<file path="src/rtl/iron_violet_pkg.sv">
// Shared types for the note sequencer: note codes, FSM states and melody step layout.
// Step byte: [7]=rest, [6:5]=note, [4:0]=duration in ticks.
package iron_violet_pkg;

  typedef enum logic [1:0] {
    NOTE_FS5 = 2'd0,
    NOTE_A5  = 2'd1,
    NOTE_CS6 = 2'd2,
    NOTE_E6  = 2'd3
  } note_e;

  typedef enum logic [1:0] {
    ST_IDLE = 2'd0,
    ST_NOTE = 2'd1,
    ST_REST = 2'd2,
    ST_GAP  = 2'd3
  } seq_state_e;

  localparam int STEP_W        = 8;
  localparam int STEP_REST_BIT = 7;
  localparam int STEP_NOTE_LSB = 5;
  localparam int STEP_DUR_W    = 5;

  typedef struct packed {
    logic                  rest;
    note_e                 note;
    logic [STEP_DUR_W-1:0] dur;
  } step_t;

  function automatic step_t unpack_step(input logic [STEP_W-1:0] b);
    step_t s;
    s.rest = b[STEP_REST_BIT];
    s.note = note_e'(b[STEP_NOTE_LSB +: 2]);
    s.dur  = b[STEP_DUR_W-1:0];
    return s;
  endfunction

endpackage

</file>
<file path="src/rtl/note_sequencer_tick_gen.sv">
// Duration prescaler: tick is high in the last cycle of every TICK_DIV-cycle period.
// Latency: first tick TICK_DIV cycles after clr drops; no backpressure, clr restarts the period.
module tick_gen #(
  parameter int TICK_DIV = 10
) (
  input  logic clk,
  input  logic rst_n,
  input  logic clr,
  output logic tick
);

  localparam int W = (TICK_DIV > 1) ? $clog2(TICK_DIV) : 1;
  localparam logic [W-1:0] LAST = W'(TICK_DIV - 1);

  logic [W-1:0] cnt_q;

  always_ff @(posedge clk or negedge rst_n) begin
    if (!rst_n) begin
      cnt_q <= '0;
    end else if (clr || (cnt_q == LAST)) begin
      cnt_q <= '0;
    end else begin
      cnt_q <= cnt_q + W'(1);
    end
  end

  assign tick = (cnt_q == LAST);

endmodule

</file>
<file path="src/rtl/note_sequencer.sv">
// Walks a packed melody table and drives oscillator enable/note select with tick-based durations.
// Latency: outputs reflect step 0 one cycle after start; no backpressure, stop aborts next cycle.
module note_sequencer
  import iron_violet_pkg::*;
#(
  parameter int CLK_FREQ  = 50_000_000,
  parameter int TICK_HZ   = 100,
  parameter int NUM_STEPS = 8,
  parameter int GAP_TICKS = 1
) (
  input  logic                        clk,
  input  logic                        rst_n,
  input  logic                        start,
  input  logic                        stop,
  input  logic                        loop,
  input  logic [NUM_STEPS*STEP_W-1:0] seq_data,
  output logic                        en,
  output logic [1:0]                  note_sel,
  output logic [3:0]                  step_idx,
  output logic                        busy,
  output logic                        done
);

  localparam int TICK_DIV = CLK_FREQ / TICK_HZ;
  localparam logic [STEP_DUR_W-1:0] GAP_DUR  = STEP_DUR_W'(GAP_TICKS);
  localparam logic [3:0]            LAST_IDX = 4'(NUM_STEPS - 1);

  seq_state_e            state_q, state_d;
  logic [3:0]            idx_q, idx_d;
  logic [STEP_DUR_W-1:0] dur_q, dur_d;
  logic [STEP_DUR_W-1:0] tcnt_q, tcnt_d;
  logic                  en_q, en_d;
  note_e                 note_q, note_d;
  logic                  busy_q, busy_d;
  logic                  done_q, done_d;

  logic                  tick, tick_clr;
  step_t                 steps [NUM_STEPS];
  step_t                 nxt_step, ld_step;
  logic [3:0]            nxt_idx, ld_idx;
  logic [STEP_DUR_W-1:0] target;
  logic                  phase_done, load_next, load_first, do_load, finish;

  tick_gen #(.TICK_DIV(TICK_DIV)) u_tick_gen (
    .clk   (clk),
    .rst_n (rst_n),
    .clr   (tick_clr),
    .tick  (tick)
  );

  always_comb begin
    for (int k = 0; k < NUM_STEPS; k++) begin
      steps[k] = unpack_step(seq_data[k*STEP_W +: STEP_W]);
    end
  end

  always_comb begin
    nxt_idx  = idx_q + 4'd1;
    nxt_step = steps[0];
    for (int k = 0; k < NUM_STEPS; k++) begin
      if (4'(k) == nxt_idx) nxt_step = steps[k];
    end
  end

  always_comb begin
    state_d    = state_q;
    idx_d      = idx_q;
    dur_d      = dur_q;
    tcnt_d     = tcnt_q;
    en_d       = en_q;
    note_d     = note_q;
    busy_d     = busy_q;
    done_d     = 1'b0;
    tick_clr   = (state_q == ST_IDLE);
    load_next  = 1'b0;
    load_first = 1'b0;
    do_load    = 1'b0;
    finish     = 1'b0;
    ld_step    = steps[0];
    ld_idx     = 4'd0;

    target     = (state_q == ST_GAP) ? GAP_DUR : dur_q;
    phase_done = tick && (tcnt_q == target - 5'd1);
    if (tick && !phase_done) tcnt_d = tcnt_q + 5'd1;

    case (state_q)
      ST_IDLE: if (start) load_first = 1'b1;
      ST_NOTE: begin
        if (phase_done) begin
          if (GAP_TICKS > 0) begin
            state_d  = ST_GAP;
            en_d     = 1'b0;
            tcnt_d   = '0;
            tick_clr = 1'b1;
          end else begin
            load_next = 1'b1;
          end
        end
      end
      ST_REST, ST_GAP: if (phase_done) load_next = 1'b1;
      default: ;
    endcase

    // A zero-duration step or running off the table both end the sequence.
    if (load_next) begin
      if ((idx_q == LAST_IDX) || (nxt_step.dur == '0)) begin
        if (loop) load_first = 1'b1;
        else      finish     = 1'b1;
      end else begin
        do_load = 1'b1;
        ld_step = nxt_step;
        ld_idx  = nxt_idx;
      end
    end

    if (load_first) begin
      if (steps[0].dur == '0) begin
        finish = 1'b1;
      end else begin
        do_load = 1'b1;
        ld_step = steps[0];
        ld_idx  = 4'd0;
      end
    end

    if (do_load) begin
      state_d  = ld_step.rest ? ST_REST : ST_NOTE;
      idx_d    = ld_idx;
      dur_d    = ld_step.dur;
      en_d     = !ld_step.rest;
      busy_d   = 1'b1;
      tcnt_d   = '0;
      tick_clr = 1'b1;
      if (!ld_step.rest) note_d = ld_step.note;
    end

    if (finish) begin
      state_d  = ST_IDLE;
      idx_d    = 4'd0;
      en_d     = 1'b0;
      busy_d   = 1'b0;
      done_d   = 1'b1;
      tcnt_d   = '0;
      tick_clr = 1'b1;
    end

    // Stop overrides everything, including a same-cycle start or sequence end.
    if (stop) begin
      state_d  = ST_IDLE;
      idx_d    = 4'd0;
      en_d     = 1'b0;
      busy_d   = 1'b0;
      done_d   = 1'b0;
      tcnt_d   = '0;
      tick_clr = 1'b1;
    end
  end

  always_ff @(posedge clk or negedge rst_n) begin
    if (!rst_n) begin
      state_q <= ST_IDLE;
      idx_q   <= 4'd0;
      dur_q   <= '0;
      tcnt_q  <= '0;
      en_q    <= 1'b0;
      note_q  <= NOTE_FS5;
      busy_q  <= 1'b0;
      done_q  <= 1'b0;
    end else begin
      state_q <= state_d;
      idx_q   <= idx_d;
      dur_q   <= dur_d;
      tcnt_q  <= tcnt_d;
      en_q    <= en_d;
      note_q  <= note_d;
      busy_q  <= busy_d;
      done_q  <= done_d;
    end
  end

  assign en       = en_q;
  assign note_sel = note_q;
  assign step_idx = idx_q;
  assign busy     = busy_q;
  assign done     = done_q;

endmodule

</file>
<file path="config.mk">
export PLATFORM = sky130hd
export DESIGN_NAME = note_sequencer
export DESIGN_NICKNAME = d
export VERILOG_FILES = /design/src/rtl/iron_violet_pkg.sv /design/src/rtl/note_sequencer_tick_gen.sv /design/src/rtl/note_sequencer.sv
export SDC_FILE = /design/constraint.sdc
export NUM_CORES = 1
export LEC_CHECK = 0
export BUFFER_PORTS_ARGS = -buffer_cell sky130_fd_sc_hd__buf_2
export CORE_MARGIN = 3
export CORE_UTILIZATION = 55
export DETAILED_ROUTE_END_ITERATION = 10
export PLACE_DENSITY = 0.83
export SYNTH_ARGS = -nofsm -noshare
export SYNTH_HDL_FRONTEND = slang
export SYNTH_SLANG_ARGS = --single-unit
</file>
<file path="constraint.sdc">
create_clock -name clk -period 4.7 [get_ports clk]
set_clock_uncertainty 0.1 [all_clocks]
set_input_delay 0.94 -clock clk [delete_from_list [all_inputs] [get_ports clk]]
set_output_delay 0.94 -clock clk [all_outputs]
set_load 0.03 [all_outputs]
</file>
Word level (Yosys, flattened, before mapping). Index checks and enable logic that the tools add are counted. Widths: inputs -> output; s select.

Reduce and logical (&&, ||, !) cells: 15. Bitwise operators: 1. Multiplexer cells: 63. Add/sub/neg operators: 4. Div/mod/pow operators: 0. Multipliers: 0. Shift-type cells: 0. Magnitude comparators: 0. Equality and inequality tests: 13.

Operators with widths (number): $mux 8 (11); $mux 5 (7); $mux 1 (31); $mux 4 (7); $add 19x1->19 const B (1); $eq 19x19->1 const B (1); $mux 19 (1); $eq 3x4->1 const A (4); $mux 2 (6); $logic_not 5->1 (2); $eq 2x4->1 const A (2); $reduce_bool 4->1 (2); $add 5x1->5 const B (1); $eq 5x5->1 (1); $sub 5x1->5 const B (1); $add 4x1->4 const B (1); $eq 1x4->1 const A (1); $eq 2x2->1 const B (2); $eq 4x3->1 const B (1); $reduce_and 2->1 (2); $reduce_bool 3->1 (1); $eq 2x1->1 const B (1); $logic_and 1x1->1 (2); $logic_not 1->1 (2); other kinds (4) (5).

Bits in read-only memories: 0. Memories: 0. Memory bits (writable): 0. Latch bits: 0. Word-level logic and storage cells: 105. Register bits after elaboration: 40.

Depth between registers and ports, before layout. Gate-level depths: netlist of the first run.

Depth in word-level cells: 20. Depth in mapped cells: 15. Mapped depth without buffers: 12.

Modules after synthesis. Synthesis of the first run repeated with hierarchy kept, for this count alone.

Cells, all modules: 424. Area total of the unflattened synthesis: 3414.5 um2.

By module, submodules not included: note_sequencer (cells each 322, sequential area each 525.5 um2, times used 1, area an instance 2434.8 um2); tick_gen (cells each 102, sequential area each 475.5 um2, times used 1, area an instance 979.7 um2).

Worst setup path before layout of the first run. No wires, ideal clock.

Path kind: register to register. From: register idx_q[0] (netlist: step_idx[0]). To: register note_q[0] (netlist: note_sel[0]). Arrival: 3350 ps. Required time: 4472 ps. Library setup time: 128 ps. Period minus slack after synthesis: 3578 ps. Cell stages (with the launch flop): 13. Buffers on the path: 1. Path slack: 1122 ps. Cell sequence: dfrtp_1 buf_6 inv_1 ha_1 or3_1 and3_4 a211oi_1 a221oi_1 o2bb2a_2 or3_4 o21ai_1 a211o_2 mux2_1.

Word-level cells in the longest chain between the ends: 17. Elaborated cells between the ends (all ways): 30. Those cells by class: add/sub: 1; eq/ne: 8; mux: 17; bitwise: 1; reduce/logical: 3.

RTL lines: start: declaration (line note_sequencer.sv:29) `logic [3:0] idx_q, idx_d;`; start signal: assignment (line note_sequencer.sv:171) `idx_q <= idx_d;`; $add 4x1->4 (line note_sequencer.sv:58) `nxt_idx = idx_q + 4'd1;`; $eq 1x4->1 (line note_sequencer.sv:61) `if (4'(k) == nxt_idx) nxt_step = steps[k];`; $mux 8 (7 in a row) (line note_sequencer.sv:61); $logic_not 5->1 (line note_sequencer.sv:106) `if ((idx_q == LAST_IDX) || (nxt_step.dur == '0)) begin`; $logic_or 1x1->1 (line note_sequencer.sv:106); $mux 8 (line note_sequencer.sv:106); $mux 8 (line note_sequencer.sv:105) `if (load_next) begin`; $mux 8 (line note_sequencer.sv:117) `if (steps[0].dur == '0) begin`; $mux 8 (line note_sequencer.sv:116) `if (load_first) begin`; $not 1->1 (no source line); $reduce_and 2->1 (no source line); end signal: assignment (line note_sequencer.sv:175) `note_q <= note_d;`; end: declaration (line note_sequencer.sv:33) `note_e note_q, note_d;`.

Several ways; a longest one is shown, not always the timed one. A chain may end at the register's enable or synchronous reset.

Final worst setup path of the first run.
From: register idx_q[1] (netlist: step_idx[1]). To: register note_q[1] (netlist: note_sel[1]).

The elaborated chain is that of the path after synthesis.

==> metrics.txt, run 1 <==
register area share after synthesis 30.1%; routability congestion estimate 0.914; total core area 5680 µm²; die span in x 83.8 µm; Core Util, Final 67.5%; first-pass GRT wire length 15,400 µm; 1st-iter DRT viols 283; Tmin final 4220 ps; Slew Limit Fails 0; unrepaired setup endpoints after global routing false; Worst Setup Path Type reg2reg; Internal 0.000771 W; die area 7020 µm²; fillers 475; max_cap viols 0; Synth async-reset ratio 100%; P_leak 1.68 nW; synthesized cell area 3330 µm²; initial core utilization 58.6%; IO Pins 78; Synth cell types 70; Slew @ Worst Pin 879 ps; Post-synth EDFFs 0; switching power 0.000468 W; CP endpoint kind register; # setup viols final 0; CTS tree built; WL final 9160 µm; routed vias 3,405; CTS root buf clkbuf_8; Antenna Nets Post-Route 0; CP arrival 4300 ps; GRT Util Overall 26.3%; part of the power in registers 38.0%; Avg Cell Area, Syn 8.18 µm²; clk_lat worst skew 300 ps; setup repair bufs after CTS 0; dominant cells by area after synthesis dfrtp_1, nand2_1, nor3_1, xor2_1, mux2i_1; CTS Buf Count 5; most frequent cells in the layout buf_2, nand2_1, dfrtp_1; Setup WS pre-CTS 581 ps; Comb power frac 37.3%; Ys Warns 0; Achievable Freq 0.237 GHz; syn nets 484; #FFs+latches synth 40; most common cell after layout, fill and taps aside buf_2; # placed instances 537; Peak VDD IR 309 µV; vias in the first global route 3,322; switching share of total power 37.8%; Clock Path Buffers 2; Inserted Diodes 0; Final Hold Viols 0; drt first pass iters 5; crit path max fanout 17; dominant synthesized flop cell dfrtp_1; Hold WC Path Type reg2reg; Worst Path Required 4780 ps; Slew HR 41.4%; Fin Setup TNS 0 ps; Nets 549; period utilisation layout 89.8%; IO Port Bufs 77; HPWL after detailed placement 7040 µm; WL per Instance 16.8 µm; layout cell share with drive strength beyond 1 22.8%; initial antenna violation count 0; clock share of power 24.8%; chip height 83.8 µm; Final Non-Filler Cells 545; Cell Rows 27; post-synthesis cell count 407; DRC 0; H-tree levels 2; clk sinks 40; Overall Power 0.00124 W; CP Launch Type register; status complete, no violations; largest net degree at the start of global routing 41; Pwr per Cell Area 323 nW/µm²; top-area cell type share of the netlist area 30.1%; Layout area overhead 15.2%; cell taking the most area after synthesis dfrtp_1; GR Overflow Total 0; post-route setup slack 478 ps; Clock transition at path regs 80 ps; hold_buf cts 0; vias per cell 6.25; post-cts resize count 0
worst paths after layout:
kind | from | to | slack (ps) | cells past startpoint
max | step_idx[1] | note_sel[1] | 480 | 10
min | u_tick_gen.cnt_q[0] | u_tick_gen.cnt_q[0] | 410 | 1
max reg2reg | step_idx[1] | note_sel[1] | 480 | 10
min reg2reg | u_tick_gen.cnt_q[0] | u_tick_gen.cnt_q[0] | 410 | 1
max in group asynchronous | rst_n | note_sel[0] | 3290 | 1
min in group asynchronous | rst_n | dur_q[1] | 660 | 1
sequential cells by signal, summed over array words and instances (netlist names):
register	count
state_q	2
en	1
dur_q	5
busy	1
note_sel	2
done	1
tcnt_q	5
u_tick_gen.cnt_q	19
step_idx	4
Yosys cell counts (all sizes together), types with 3 or more instances:
master  count
nor2b       4
ha          8
and2        4
nand3      14
a32o        3
nor4        3
nor3b       4
mux2i      11
o22ai      11
xor2       17
a32oi       4
nor3       31
nand2      52
o21ai      12
o221ai      7
a21oi      18
inv        20
o211ai      5
buf        19
dfrtp      40
clkbuf      5
and3        9
a221oi      8
a22oi       4
xnor2       9
nand2b      3
a31oi       6
a211oi      6
nand4       7
nor2       25
or3         4
or2         3
worst max-delay path, stage by stage, from the launching register on:
cell     delay, ps
dfrtp_1        570
ha_1           510
nand2_1        160
o21ai_2        260
a22o_1         610
a32oi_1        190
a32o_1         330
or3_4          410
o21ai_1        370
a211o_2        250
mux2_1         330
per-stage QoR:
stage,instance area (µm²),hold WS [ps]
2_1_floorplan,3330,367
3_3_place_gp,3710,383
3_5_place_dp,3710,389
4_1_cts,3830,409
5_1_grt,3830,430
6_report,3830,407
routing by layer:
layer / routed length, µm / global-route usage (%) / vias to the layer above
li1: - / - / 1643
met1: 4010 / 35.3 / 1614
met2: 4440 / 43.7 / 121
met3: 493 / 4.05 / 27
met4: 208 / 7.46 / 0
met5: 0 / 0 / -
power groups by stage:
stage,Clock [W],Combinational (W),Sequential (W)
floorplan,0,0.000325,0.000471
global placement,0,0.000448,0.000474
detailed placement,0,0.000460,0.000476
CTS,0.000312,0.000464,0.000469
global route,0.000327,0.000508,0.000481
finish,0.000307,0.000462,0.000470
layout make-up:
cell class | instances | area [µm²] | share of cell area [%]
Sequential cell | 40 | 1000 | 26.1
Multi-Input combinational cell | 322 | 2110 | 55.2
Clock buffer | 7 | 96.3 | 2.51
Inverter | 21 | 78.8 | 2.06
Tap cell | 72 | 90.1 | 2.35
Clock inverter | 1 | 30.0 | 0.783
Timing Repair Buffer | 82 | 423 | 11.0
cell families after synthesis:
group	after synthesis	synth area share (%)
DFF	40	30.1
xor gates and xnor gates	26	6.84
buffers and inverters	45	6.39
and+or+nand+nor	173	26.5
adders and majority gates	8	3.01
muxes	13	3.99
AOI/OAI and AO/OA	102	23.2
(Power assumes the default switching activity.)
==> run 2, diff against run 1 <==
--- a/config.mk
+++ b/config.mk
@@ -10,6 +10,7 @@
 export CORE_UTILIZATION = 55
 export DETAILED_ROUTE_END_ITERATION = 10
 export PLACE_DENSITY = 0.83
+export RECOVER_POWER = 25
 export SYNTH_ARGS = -nofsm -noshare
 export SYNTH_HDL_FRONTEND = slang
 export SYNTH_SLANG_ARGS = --single-unit
==> run 2 against run 1 <==
Compared with the run above: the run now ends with max-capacitance violations, max-slew violations left; sequential power is essentially flat; routed wire length is essentially flat; flip-flop and latch count is the same; highest routed layer unchanged; via count shrank 0.29%; total power is essentially flat; first-iteration DRC count is the same; fmax grew 0.12%; critical path depth is the same; clock power is essentially flat; global-route usage is the same; largest cell class unchanged.
==> metrics.txt, run 2 (synthesis results as in run 1) <==
critical path's top delay family compound AO/OA/AOI/OAI gates (unchanged); WL per Instance 16.8 µm (about the same); Layout area overhead 15.2% (about the same); Antenna Nets Post-Route 0 (unchanged); Clock Path Buffers 2 (unchanged); Slew Limit Fails 41 (was 0); largest net degree at the start of global routing 41 (unchanged); 1st-iter DRT viols 283 (unchanged); CTS root buf clkbuf_8 (unchanged); Hold Crit Depth 1 (unchanged); Inserted Diodes 0 (unchanged); unrepaired setup endpoints after global routing false (unchanged); # setup viols final 0 (unchanged); initial antenna violation count 0 (unchanged); Core Util, Final 67.5% (about the same); CTS tree built (unchanged); die span in x 83.8 µm (unchanged); crit-path cells ha_1 -> nand2_1 -> o21ai_2 -> a22o_1 -> a32oi_1 -> a32o_1 -> or3_4 -> o21ai_1 -> a211o_2 -> mux2_1 (unchanged); CP max stage delay 600 ps (was 610 ps); max_cap viols 1 (was 0); most common cell after layout, fill and taps aside buf_2 (unchanged); CP Launch Type register (unchanged); H-tree levels 2 (unchanged); max reg flops 19 (unchanged); largest registers u_tick_gen.cnt_q: 19 flops, dur_q: 5 flops, tcnt_q: 5 flops (unchanged); vias per cell 6.23 (was 6.25); CP endpoint kind register (unchanged); Cell Rows 27 (unchanged); chip height 83.8 µm (unchanged); Tmin final 4220 ps (about the same); drt first pass iters 5 (unchanged); die area 7020 µm² (unchanged); routability congestion estimate 0.914 (unchanged); Worst Path Required 4780 ps (about the same); clk sinks 40 (unchanged); layout cell share with drive strength beyond 1 22.6% (was 22.8%); IO Pins 78 (unchanged); Hold WC Path Type reg2reg (unchanged); CTS Buf Count 5 (unchanged); first-pass GRT wire length 15,400 µm (unchanged); Final Cell Area 3830 µm² (about the same); Achievable Freq 0.237 GHz (about the same); post-cts resize count 0 (unchanged); Fin Setup TNS 0 ps (unchanged); hold slack 407 ps (unchanged); HPWL after detailed placement 7040 µm (unchanged); Nets 549 (unchanged); Worst Setup Path Type reg2reg (unchanged); CP arrival 4290 ps (was 4300 ps); GR Overflow Total 0 (unchanged); slowest stage cell, crit path a22o_1 (unchanged); Peak VDD IR 309 µV (about the same); Overall Power 0.00124 W (about the same); vias in the first global route 3,322 (unchanged); crit path max fanout 17 (unchanged); total core area 5680 µm² (unchanged); most frequent cells in the layout buf_2, nand2_1, dfrtp_1 (unchanged); Critical Path Stages 10 (unchanged); WP buf/inv 0 (unchanged); status finished, violations left (was complete, no violations); Slew HR -39.7% (was 41.4%); DRC 0 (unchanged); IO Port Bufs 77 (unchanged); Slew @ Worst Pin 2100 ps (was 879 ps); period utilisation layout 89.7% (was 89.8%); Final Hold Viols 0 (unchanged); GRT Util Overall 26.3% (unchanged); P_leak 1.67 nW (was 1.68 nW); Reg with most FFs u_tick_gen.cnt_q (unchanged); clk_lat worst skew 300 ps (about the same); WL final 9160 µm (about the same); failing checks max-capacitance violations, max-slew violations; Pwr per Cell Area 323 nW/µm² (about the same); routed vias 3,395 (was 3,405); setup repair bufs after CTS 0 (unchanged); hold_buf cts 0 (unchanged); R2R cell count 10 (unchanged); initial core utilization 58.6% (unchanged); Placed Instance Area 3710 µm² (unchanged); Clock transition at path regs 80 ps (about the same)
## run 2: cell types whose count changed in the layout (fill, tap and decap cells not counted), sizes merged
cell and change:
buf -1, clkbuf +1
## run 2: final timing paths
path / slack [ps] / from / to
max: 480 / step_idx[1] / note_sel[1]
min: 410 / u_tick_gen.cnt_q[0] / u_tick_gen.cnt_q[0]
max reg2reg: 480 / step_idx[1] / note_sel[1]
min reg2reg: 410 / u_tick_gen.cnt_q[0] / u_tick_gen.cnt_q[0]
max in group asynchronous: 2160 / rst_n / note_sel[0]
min in group asynchronous: 1150 / rst_n / tcnt_q[2]
## run 2: final cells by class
class / instances / area (µm²)
fillers: 475 / 1840
inverters: 21 / 78.8
flip-flops and latches: 40 / 1000
clock buffers: 7 / 96.3
multi-input cells: 322 / 2110
clock inverters: 1 / 30.0
well taps: 72 / 90.1
repair buffers: 82 / 422
## run 2: report_power, final
part	switching [W]	internal, W
Clock	0.000119	0.000187
Sequential	0.0000727	0.000398
Combinational	0.000276	0.000186
## run 2: layer usage
metal  global-route usage [%]  vias up  share of wire [%]
li1                         -     1644                  -
met1                     35.3     1615                 44
met2                     43.7      111                 49
met3                     4.05       25                5.0
met4                     7.46        0                2.1
met5                        0        -                  0
## run 2: stage by stage
step	instances	setup WS [ps]
detailed placement	537	581
finish	545	483
CTS	545	558
global route	545	182
global placement	537	744
floorplan	407	1120
==> run 3, diff against run 2 <==
--- a/config.mk
+++ b/config.mk
@@ -6,10 +6,11 @@
 export NUM_CORES = 1
 export LEC_CHECK = 0
 export BUFFER_PORTS_ARGS = -buffer_cell sky130_fd_sc_hd__buf_2
+export CAP_MARGIN = 15
 export CORE_MARGIN = 3
-export CORE_UTILIZATION = 55
+export CORE_UTILIZATION = 53
 export DETAILED_ROUTE_END_ITERATION = 10
-export PLACE_DENSITY = 0.83
+export PLACE_DENSITY = 0.81
 export RECOVER_POWER = 25
 export SYNTH_ARGS = -nofsm -noshare
 export SYNTH_HDL_FRONTEND = slang
==> run 3 against run 2 <==
Compared with the run above: critical path type unchanged; clock power decreased by 20%; hold slack got worse by 3.7 ps; fmax increased by 0.65%; critical path depth unchanged; critical endpoint unchanged; register-to-register slack improved by 30 ps; count of clock-buffer cells in the layout unchanged; combinational power about the same; die area increased by 3.5%; routed wire length decreased by 1.4%; the run still ends with max-capacitance violations, max-slew violations left; design area decreased by 0.49%; sequential share of layout area increased by 0.13 points; non-clock buffer count increased by 1.
==> metrics.txt, run 3 (synthesis results as in run 1) <==
status finished, violations left (unchanged); failing checks max-capacitance violations, max-slew violations (unchanged); unrepaired setup endpoints after global routing false (unchanged); IO Pins 78 (unchanged); Slew Limit Fails 41 (unchanged); Clock transition at path regs 70 ps (was 80 ps); Slew HR -40.2% (was -39.7%); period utilisation layout 89.1% (was 89.7%); Cell Rows 28 (was 27); Final Hold Viols 0 (unchanged); setup repair bufs after CTS 0 (unchanged); die span in x 85.2 µm (was 83.8 µm); # setup viols final 0 (unchanged); crit path max fanout 17 (unchanged); most frequent cells in the layout buf_2, nand2_1, dfrtp_1 (unchanged); vias in the first global route 3,206 (was 3,322); P_leak 1.66 nW (was 1.67 nW); Core Util, Final 63.7% (was 67.5%); GRT Util Overall 25.2% (was 26.3%); largest registers u_tick_gen.cnt_q: 19 flops, dur_q: 5 flops, tcnt_q: 5 flops (unchanged); Hold WC Path Type reg2reg (unchanged); initial core utilization 55.6% (was 58.6%); clk_lat worst skew 290 ps (was 300 ps); 1st-iter DRT viols 223 (was 283); CTS root buf clkbuf_8 (unchanged); CP arrival 4260 ps (was 4290 ps); DRC 0 (unchanged); critical path's top delay family compound AO/OA/AOI/OAI gates (unchanged); GR Overflow Total 0 (unchanged); Fin Setup TNS 0 ps (unchanged); total core area 5990 µm² (was 5680 µm²); max reg flops 19 (unchanged); Tmin final 4190 ps (was 4220 ps); routability congestion estimate 0.940 (was 0.914); Peak VDD IR 239 µV (was 309 µV); die area 7270 µm² (was 7020 µm²); Worst Path Required 4770 ps (was 4780 ps); Pwr per Cell Area 308 nW/µm² (was 323 nW/µm²); drt first pass iters 5 (unchanged); hold slack 404 ps (was 407 ps); most common cell after layout, fill and taps aside buf_2 (unchanged); slowest stage cell, crit path a22o_1 (unchanged); Slew @ Worst Pin 2100 ps (about the same); H-tree levels 2 (unchanged); Clock Path Buffers 2 (unchanged); initial antenna violation count 0 (unchanged); Inserted Diodes 0 (unchanged); WL per Instance 16.5 µm (was 16.8 µm); fillers 539 (was 475); HPWL after detailed placement 6840 µm (was 7040 µm); hold_buf cts 0 (unchanged); CP max stage delay 580 ps (was 600 ps); post-cts resize count 0 (unchanged); largest net degree at the start of global routing 41 (unchanged); IO Port Bufs 77 (unchanged); layout cell share with drive strength beyond 1 22.6% (unchanged); routed vias 3,438 (was 3,395); WP buf/inv 0 (unchanged); # placed instances 541 (was 537); clk sinks 40 (unchanged); CP endpoint kind register (unchanged); Worst Setup Path Type reg2reg (unchanged); CP Launch Type register (unchanged); CTS Buf Count 5 (unchanged); crit-path cells ha_1 -> nand2_1 -> o21ai_2 -> a22o_1 -> a32oi_1 -> a32o_1 -> or3_4 -> o21ai_1 -> a211o_2 -> mux2_1 (unchanged); vias per cell 6.27 (was 6.23); Reg with most FFs u_tick_gen.cnt_q (unchanged); Achievable Freq 0.239 GHz (was 0.237 GHz); Final Non-Filler Cells 548 (was 545); Antenna Nets Post-Route 0 (unchanged); CTS tree built (unchanged); first-pass GRT wire length 15,100 µm (was 15,400 µm); chip height 85.2 µm (was 83.8 µm); Layout area overhead 14.6% (was 15.2%); WL final 9030 µm (was 9160 µm); Nets 550 (was 549); max_cap viols 1 (unchanged)
[run 3: cell count changes in the layout (fill, tap and decap cells not counted), sizes merged]
cell / delta
bufinv: -1
buf: +1
[run 3: final cells by class]
cell class,instances,area (µm²),share of cell area [%]
clock buffers,7,96.3,2.53
inverters,21,78.8,2.07
multi-input cells,322,2110,55.4
flip-flops and latches,40,1000,26.2
well taps,75,93.8,2.46
repair buffers,83,429,11.3
[run 3: per-layer routing]
metal / up-vias / track usage [%] / routed length (µm)
li1: 1644 / - / -
met1: 1657 / 34.5 / 4010
met2: 120 / 41.9 / 4360
met3: 17 / 3.79 / 516
met4: 0 / 6.47 / 145
met5: - / 0 / 0
[run 3: power breakdown]
part	switching [W]	total [W]	internal [W]	leakage [nW]
Sequential	0.0000750	0.000473	0.000398	0.540
Combinational	0.000273	0.000459	0.000186	1.07
Clock	0.000114	0.000244	0.000131	0.0503
Total	0.000462	0.00118	0.000714	1.66
[run 3: final timing paths]
check                                  from                    to  slack, ps  cells after the start
min in group asynchronous             rst_n  u_tick_gen.cnt_q[10]       1150                      1
worst max register to register  step_idx[0]           note_sel[1]        510                     10
max in group asynchronous             rst_n   u_tick_gen.cnt_q[3]       2140                      1
worst min-delay path            note_sel[0]           note_sel[0]        400                      1
worst max-delay path            step_idx[0]           note_sel[1]        510                     10
worst min register to register  note_sel[0]           note_sel[0]        400                      1
[run 3: metrics by stage]
stage,total power [W],instance area [µm²],worst slack (ps)
floorplan,0.000796,3330,1120
global placement,0.000925,3720,715
detailed placement,0.000933,3720,568
CTS,0.00118,3810,556
global route,0.00126,3810,225
finish,0.00118,3810,511
[run 3: worst register-to-register path, cell delays in order, from the launching register on]
cell	delay (ps)
dfrtp_1	570
ha_1	480
nand2_1	160
o21ai_2	250
a22o_1	580
a32oi_1	190
a32o_1	350
or3_4	410
o21ai_1	380
a211o_2	260
mux2_1	330
